## config.mk

```make
export PLATFORM = sky130hd
export DESIGN_NAME = instr_fetch
export DESIGN_NICKNAME = d
export VERILOG_FILES = /design/src/rtl/instr_fetch.sv
export SDC_FILE = /design/constraint.sdc
export NUM_CORES = 1
export LEC_CHECK = 0
export ABC_AREA = 1
export BUFFER_PORTS_ARGS = -buffer_cell sky130_fd_sc_hd__buf_2
export CAP_MARGIN = 20
export CORE_MARGIN = 2
export CORE_UTILIZATION = 53
export DETAILED_ROUTE_END_ITERATION = 16
export PLACE_DENSITY = 0.78
export SYNTH_ARGS = -nofsm -noshare
export SYNTH_HDL_FRONTEND = slang
export SYNTH_SLANG_ARGS = --single-unit
```

## constraint.sdc

```tcl
create_clock -name clk -period 13.1 [get_ports clk]
set_input_delay 1.965 -clock clk [delete_from_list [all_inputs] [get_ports clk]]
set_output_delay 1.965 -clock clk [all_outputs]
set_load 0.02 [all_outputs]
```

## src/rtl/instr_fetch.sv

```systemverilog
// instr_fetch: fetch stage in front of the single-cycle decode/control unit.
// Holds the PC and issues req/ack reads to instruction memory. Each fetched
// word is presented to decode with a valid/ready handshake. PC redirects
// from the execute side have priority over every ack and accept.
//
// Ports:
//   clk, rst            clock; asynchronous active-high reset
//   imem_req/addr       read request and address (addr is the pc register)
//   imem_ack/rdata      memory completion and data, valid in the same cycle
//   instr/instr_pc      fetched word and its PC
//   instr_valid/ready   handshake with decode
//   redirect/_pc        1-cycle redirect pulse and target (low bits forced 0)
//   misalign_err        sticky flag, set by a misaligned redirect target
//   step                (FETCH_STEP_EN only) debug single-step pulse
//
// Build option: define FETCH_STEP_EN to add the `step` input; then each
// accept that leaves HOLD consumes one step (pending or same-cycle).
module instr_fetch #(
  parameter logic [31:0] RESET_PC = 32'h0000_3000,
  parameter logic [31:0] PC_STEP  = 32'd4
) (
  input  logic        clk,
  input  logic        rst,
  output logic        imem_req,
  output logic [31:0] imem_addr,
  input  logic        imem_ack,
  input  logic [31:0] imem_rdata,
  output logic [31:0] instr,
  output logic [31:0] instr_pc,
  output logic        instr_valid,
  input  logic        instr_ready,
  input  logic        redirect,
  input  logic [31:0] redirect_pc,
`ifdef FETCH_STEP_EN
  input  logic        step,
`endif
  output logic        misalign_err
);

  localparam logic [31:0] NOP = 32'h0000_0013;

  typedef enum logic [1:0] {
    S_IDLE,
    S_REQ,
    S_DRAIN,
    S_HOLD
  } state_t;

  state_t      state_q, state_d;
  logic [31:0] pc_q, pc_d;
  logic [31:0] pend_q, pend_d;
  logic [31:0] instr_q, instr_d;
  logic [31:0] instr_pc_q, instr_pc_d;
  logic        req_q, req_d;
  logic        valid_q, valid_d;
  logic        err_q, err_d;
  logic [31:0] target;
  logic        step_ok;

`ifdef FETCH_STEP_EN
  logic step_pending_q, step_pending_d;
`endif

  assign target = {redirect_pc[31:2], 2'b00};

  always_comb begin
    state_d    = state_q;
    pc_d       = pc_q;
    pend_d     = pend_q;
    instr_d    = instr_q;
    instr_pc_d = instr_pc_q;
    err_d      = err_q | (redirect & (redirect_pc[1:0] != 2'b00));
`ifdef FETCH_STEP_EN
    step_ok        = step_pending_q | step;
    step_pending_d = step_pending_q | step;
`else
    step_ok        = 1'b1;
`endif

    unique case (state_q)
      S_IDLE: state_d = S_REQ;
      S_REQ: begin
        if (imem_ack) begin
          if (redirect) begin
            pc_d = target;
          end else begin
            state_d    = S_HOLD;
            instr_d    = imem_rdata;
            instr_pc_d = pc_q;
          end
        end else if (redirect) begin
          // The issued request cannot be withdrawn: keep the address stable
          // and remember where to go once its ack arrives.
          state_d = S_DRAIN;
          pend_d  = target;
        end
      end
      S_DRAIN: begin
        if (imem_ack) begin
          state_d = S_REQ;
          pc_d    = redirect ? target : pend_q;
        end else if (redirect) begin
          pend_d = target;
        end
      end
      S_HOLD: begin
        if (redirect) begin
          state_d = S_REQ;
          pc_d    = target;
        end else if (instr_ready && step_ok) begin
          state_d = S_REQ;
          pc_d    = pc_q + PC_STEP;
`ifdef FETCH_STEP_EN
          step_pending_d = 1'b0;
`endif
        end
      end
      default: state_d = S_IDLE;
    endcase

    req_d   = (state_d == S_REQ) || (state_d == S_DRAIN);
    valid_d = (state_d == S_HOLD);
  end

  always_ff @(posedge clk or posedge rst) begin
    if (rst) begin
      state_q    <= S_IDLE;
      pc_q       <= RESET_PC;
      pend_q     <= RESET_PC;
      instr_q    <= NOP;
      instr_pc_q <= RESET_PC;
      req_q      <= 1'b0;
      valid_q    <= 1'b0;
      err_q      <= 1'b0;
    end else begin
      state_q    <= state_d;
      pc_q       <= pc_d;
      pend_q     <= pend_d;
      instr_q    <= instr_d;
      instr_pc_q <= instr_pc_d;
      req_q      <= req_d;
      valid_q    <= valid_d;
      err_q      <= err_d;
    end
  end

`ifdef FETCH_STEP_EN
  always_ff @(posedge clk or posedge rst) begin
    if (rst) begin
      step_pending_q <= 1'b0;
    end else begin
      step_pending_q <= step_pending_d;
    end
  end
`endif

  assign imem_req     = req_q;
  assign imem_addr    = pc_q;
  assign instr        = instr_q;
  assign instr_pc     = instr_pc_q;
  assign instr_valid  = valid_q;
  assign misalign_err = err_q;

endmodule

```

==> flow_metrics.tcl, run 1 <==
set metrics [dict create \
    outcome "complete, no violations" \
    fin_hold_ws_ps 463 \
    final_util_pct 66.7 \
    dp_hpwl_um 11700 \
    synth-main-ff-cell "dfrtp_1" \
    area_growth_pct 23.3 \
    grt_max_degree 91 \
    power.density_nw_per_um2 265 \
    avgViaCountPerCell 5.41 \
    use_met2_pct 40.4 \
    hold_depth 2 \
    combPwrFrac_pct 43.2 \
    placed_cell_area_um2 7370 \
    final_common_cell "nand2_1" \
    final_area_um2 7940 \
    maxSlewViolCount 0 \
    hold_buffers 0 \
    min_period_ps 4090 \
    cts_max_path_buffers 2 \
    dieArea_um2 13000 \
    fmax_mhz 244 \
    synth-edff-count 0 \
    synth_warnings 0 \
    vias 5758 \
    path_clk_slew_ps 50 \
    track_usage_pct 26.0 \
    antenna_found_initial 0 \
    route.detailed.wl_per_inst_um 15.5 \
    dieWidth_um 114 \
    hold_violations 0 \
    internal-power_w 0.00121 \
    ys_async_sr_fraction_pct 100 \
    cts_tree "yes" \
    hp-class "reg2reg" \
    routed_wl_um 16500 \
    syn_area_um2 6440 \
    grt_pass1_wl_um 26100 \
    leakage_nw 4.04 \
    required_ps 13410 \
    io_pins 168 \
    critPathMaxFanout 31 \
    rsz0062_at_grt "false" \
    portBuffers 167 \
    cp_cell_sequence "buf_2 -> inv_2 -> nand2_2 -> or2_1 -> nand3b_4 -> inv_2 -> o21ai_1 -> a22o_1" \
    crit_type "in2reg" \
    drc 0 \
    grt-busiest-layer "met2" \
    diodes 0 \
    ys_seq_elements 133 \
    drt-initial-drc-count 503 \
    fin_nets 981 \
    final_cell_mix "230 x nand2_1, 167 x buf_2, 124 x dfrtp_1" \
    use_met1_pct 35.9 \
    worst-endpoint-arrival_ps 4400 \
    min_period_over_period_pct 31.2 \
    coreArea_um2 11900 \
    synthDistinctLibCells 35 \
    ant_nets 0 \
    drt_pass1_iterations 5 \
    maxSlewHeadroom_pct 36.9 \
    setup_tns_ps 0 \
    cp-start-kind "input port" \
    p_sw_w 0.000898 \
    fin_worst_skew_ps 9.31 \
    syn_inst 747 \
    grtUsageMet3_pct 5.88 \
    worstMarginPinSlew_ps 946 \
    overflow 0 \
    synthesis.nets 822 \
    slowest_delay_ps 540 \
    gp_congestion 0.891 \
    syn_area_per_cell_um2 8.62 \
    crit_path_end_kind "register" \
    ir_worst_vdd_uv 117 \
    cts_htree_levels 4 \
    drive_above_1_share_pct 29.3 \
    cts_made_buffers 17 \
    rows 40 \
    maxCapViolCount 0 \
    swShare_pct 42.6 \
    worstRegToRegCells 7 \
    cts_setup_buffers 0 \
    grt_pass1_vias 5278 \
    cts_resized 0 \
    yosysSeqAreaShare_pct 51.9 \
    clk-insertion-delay-late_ps 430 \
    cts.sinks 133 \
    initial_core_util_pct 54.1 \
    root_buffer "clkbuf_16" \
    critPathSlowestCell "inv_2" \
    placedCellCount 1033 \
    finalNonFillerCells 1065 \
    p_seq_share_pct 35.9 \
    power_frac_clock_pct 20.9 \
    worst_path_most_repeated_cell "inv_2" \
    chipHeight_um 114 \
    setup_violations 0 \
]
-- cell usage after synthesis, types with 8 or more instances --
master	number	area, um^2
a21oi_1	29	145
a221oi_1	12	105
a22oi_1	9	67.6
buf_2	13	65.1
clkbuf_1	17	63.8
dfrtp_1	124	3100
dfstp_2	9	236
inv_1	59	221
mux2_2	38	428
nand2_1	230	863
nand3_1	30	150
nor2_1	50	188
o21ai_0	50	250
o21ai_1	13	65.1
o22ai_1	8	50.1
-- critical path, delay by kind of cell --
| kind | cells | cell delay, ps |
|---|---|---|
| AOI/OAI and AO/OA | 2 | 360 |
| buffers and inverters | 3 | 1140 |
| and+or+nand+nor | 3 | 900 |
-- state kept, by name (all words and copies together) (netlist names) --
register and cells:
imem_addr 32, instr 32, instr_pc 32, pend_q 32, state_q 2, imem_req 1, instr_valid 1, misalign_err 1
-- stage by stage --
| stage | total power [W] | setup slack (ps) |
|---|---|---|
| after CTS | 0.00211 | 9070 |
| after global placement | 0.00163 | 8710 |
| after floorplan | 0.00136 | 7600 |
| after detailed placement | 0.00166 | 8630 |
| after global routing | 0.00225 | 8800 |
| final | 0.00211 | 9010 |
-- cell families after synthesis --
logic type	share of synthesized area (%)
and+or+nand+nor	21.6
AOI/OAI and AO/OA	12.9
muxes	6.64
buffers and inverters	5.85
adders and majority gates	1.17
DFF	51.9
-- final timing paths --
kind / from / endpoint / slack [ps]
setup / recovery: redirect / imem_addr[11]$_DFFE_PP0P_ / 9010
setup reg to reg: state_q[0]$_DFF_PP0_ / imem_addr[11]$_DFFE_PP0P_ / 10330
min in group asynchronous: rst / instr_pc[7]$_DFFE_PP0P_ / 1600
max in group asynchronous: rst / instr_pc[21]$_DFFE_PP0P_ / 10170
hold reg to reg: pend_q[1]$_DFFE_PP0P_ / pend_q[1]$_DFFE_PP0P_ / 460
hold / removal: pend_q[1]$_DFFE_PP0P_ / pend_q[1]$_DFFE_PP0P_ / 460
-- per-layer routing --
| metal | vias up | part of all wire, % |
|---|---|---|
| li1 | 2788 | - |
| met1 | 2671 | 44 |
| met2 | 263 | 46 |
| met3 | 36 | 7.5 |
| met4 | 0 | 2.3 |
| met5 | - | 0 |
-- cell type report --
class                      instances  area (um^2)
fill                            1019         3970
sequential                       133         3340
multi-input combinational        518         2740
timing repair buffer             170          878
clock buffer                      27          503
inverter                          66          253
tap                              147          184
clock inverter                     4         45.0
-- power by group through the flow --
stage | logic, W | clock network, W | registers (W)
after floorplan | 0.000448 | 0 | 0.000913
after global placement | 0.000883 | 0 | 0.000752
after detailed placement | 0.000903 | 0 | 0.000759
after CTS | 0.000908 | 0.000445 | 0.000754
after global routing | 0.00101 | 0.000467 | 0.000779
final | 0.000911 | 0.000440 | 0.000756
Note: power is estimated with default switching activity, not from simulation.
==> inputs of run 2 (changes only) <==
ABC_AREA = 0   (was 1)
CORE_UTILIZATION = 48   (was 53)
PLACE_DENSITY = 0.75   (was 0.78)
clock period = 3.4 ns   (was 13.1 ns; I/O delays follow)
==> flow_metrics.tcl, run 2 <==
set metrics [dict create \
    outcome "complete, no violations" \
    setup_violations 0 \
    synthDistinctLibCells 54 \
    synth_warnings 0 \
    route.detailed.wl_per_inst_um 17.4 \
    hp-class "in2async" \
    path_clk_slew_ps 50 \
    synth-main-ff-cell "dfrtp_1" \
    fin_worst_skew_ps 6.55 \
    avgViaCountPerCell 5.76 \
    power_frac_clock_pct 21.9 \
    hold_violations 0 \
    ir_worst_vdd_uv 482 \
    ys_seq_elements 133 \
    grt_pass1_wl_um 23700 \
    maxSlewHeadroom_pct 40.9 \
    maxCapViolCount 0 \
    nFillCells 992 \
    hold_buffers 0 \
    rows 41 \
    power.density_nw_per_um2 1020 \
    drive_above_1_share_pct 45.2 \
    clk-insertion-delay-late_ps 410 \
    required_ps 3680 \
    chipHeight_um 117 \
    fmax_mhz 403 \
    drt-initial-drc-count 390 \
    cts_tree "yes" \
    drc 0 \
    fin_nets 767 \
    final_common_cell "buf_2" \
    crit_path_end_kind "register" \
    ant_nets 0 \
    cp-start-kind "register" \
    cts_max_path_buffers 2 \
    cts_resized 0 \
    combPwrFrac_pct 40.2 \
    area_growth_pct 26.1 \
    synth_top_area_share_pct 50.4 \
    antenna_found_initial 0 \
    synth.area.top_cells "dfrtp_1 50%, mux2_2 16%, dfstp_2 3.8%" \
    syn_inst 530 \
    initial_core_util_pct 48.9 \
    routed_wl_um 15300 \
    vias 5048 \
    final_cell_mix "167 x buf_2, 124 x dfrtp_1, 90 x mux2_2" \
    dieArea_um2 13700 \
    synthesis.nets 605 \
    dp_hpwl_um 10800 \
    maxSlewViolCount 0 \
    dieWidth_um 117 \
    yosysSeqAreaShare_pct 54.3 \
    ys_async_sr_fraction_pct 100 \
    synth-edff-count 0 \
    drt_pass1_iterations 5 \
    syn_area_um2 6150 \
    syn_area_per_cell_um2 11.6 \
    crit_type "reg2reg" \
    portBuffers 167 \
    p_sw_w 0.00312 \
    overflow 0 \
    rsz0062_at_grt "false" \
    cts.sinks 133 \
    coreArea_um2 12600 \
    yosysTopAreaCell "dfrtp_1" \
    gp_congestion 0.866 \
    synthTopCellsByCount "124 x dfrtp_1, 90 x mux2_2, 46 x o21ai_0, 34 x nand2_1, 26 x nor2_1" \
    cts_made_buffers 17 \
    p_seq_share_pct 37.9 \
    final_area_um2 7760 \
    internal-power_w 0.00483 \
    leakage_nw 3.58 \
    worstMarginPinSlew_ps 878 \
    io_pins 168 \
    worst-endpoint-arrival_ps 2760 \
    grt_max_degree 70 \
    min_period_ps 2480 \
    track_usage_pct 22.7 \
    grt_pass1_vias 4629 \
    critPathMaxFanout 13 \
    root_buffer "clkbuf_16" \
    swShare_pct 39.3 \
    min_period_over_period_pct 73.0 \
    cts_htree_levels 4 \
    diodes 0 \
    placed_cell_area_um2 7180 \
    cts_setup_buffers 0 \
    setup_tns_ps 0 \
    yosysMostFrequentCell "dfrtp_1" \
]
## run 2: changes by cell type in the layout (fill, tap and decap cells not counted), sizes merged, moves of 8 or more
cell	change
o21ai	-14
buf	+8
nor4	+9
nand2	-201
nor2	-33
mux2	+52
nand3	-16
a21oi	-18
inv	-57
a22o	+9
## run 2: cells by family (layout without fill, tap and decap cells)
logic type,after synthesis,in the layout,synth area share [%]
AOI/OAI and AO/OA,128,128,14.0
adders and majority gates,6,6,1.22
buffers and inverters,45,220,2.81
DFF,133,133,54.3
muxes,93,93,17.0
and+or+nand+nor,125,125,10.7
## run 2: worst paths after layout
| path | startpoint | end | slack, ps | cells after the start |
|---|---|---|---|---|
| worst max-delay path | state_q[0]$_DFF_PP0_ | imem_addr[30]$_DFFE_PP0P_ | 920 | 8 |
| worst min-delay path | rst | instr_pc[25]$_DFFE_PP0P_ | 200 | 2 |
| worst max register to register | state_q[0]$_DFF_PP0_ | imem_addr[30]$_DFFE_PP0P_ | 920 | 8 |
| worst min register to register | misalign_err$_DFF_PP0_ | misalign_err$_DFF_PP0_ | 460 | 1 |
| max in group asynchronous | rst | instr[28]$_DFFE_PP0P_ | 2310 | 3 |
| min in group clk | imem_rdata[0] | instr[0]$_DFFE_PP1P_ | 330 | 2 |
## run 2: final cells by class
| cell class | instances | area, um^2 | area share (%) |
|---|---|---|---|
| multi-input cells | 352 | 2660 | 34.3 |
| clock inverters | 4 | 45.0 | 0.581 |
| inverters | 10 | 41.3 | 0.532 |
| repair buffers | 178 | 931 | 12.0 |
| clock buffers | 28 | 527 | 6.79 |
| flip-flops and latches | 133 | 3340 | 43.1 |
| well taps | 172 | 215 | 2.77 |
## run 2: stage by stage
step	std cells	setup WS [ps]	total power (W)	hold slack [ps]	util, %
floorplan	530	1250	0.00511	453	-
global placement	845	1050	0.00611	444	57.2
detailed placement	845	936	0.00623	448	57.2
CTS	877	944	0.00799	212	61.7
global route	877	757	0.00848	240	61.7
finish	877	919	0.00795	205	61.7
## run 2: metal layers
layer  track usage (%)  up-vias  wire length, um
met1              30.4     2455             6480
met2              35.9      259             7170
met5                 0        -                0
met4              8.63        0              261
li1                  -     2308                -
met3              5.56       26             1360
## run 2: power by group through the flow
| stage | Clock [W] | Combinational (W) | Sequential (W) |
|---|---|---|---|
| after floorplan | 0 | 0.00156 | 0.00355 |
| after global placement | 0 | 0.00313 | 0.00298 |
| after detailed placement | 0 | 0.00320 | 0.00303 |
| after CTS | 0.00177 | 0.00321 | 0.00301 |
| after global routing | 0.00185 | 0.00350 | 0.00314 |
| final | 0.00174 | 0.00319 | 0.00301 |
## run 2: critical path: stages, from the launching register on
cell	delay [ps]
dfrtp_1	450
inv_1	100
ha_1	370
o21ba_2	300
nor2_1	170
o21a_1	390
buf_4	260
mux2i_1	180
o311ai_0	120
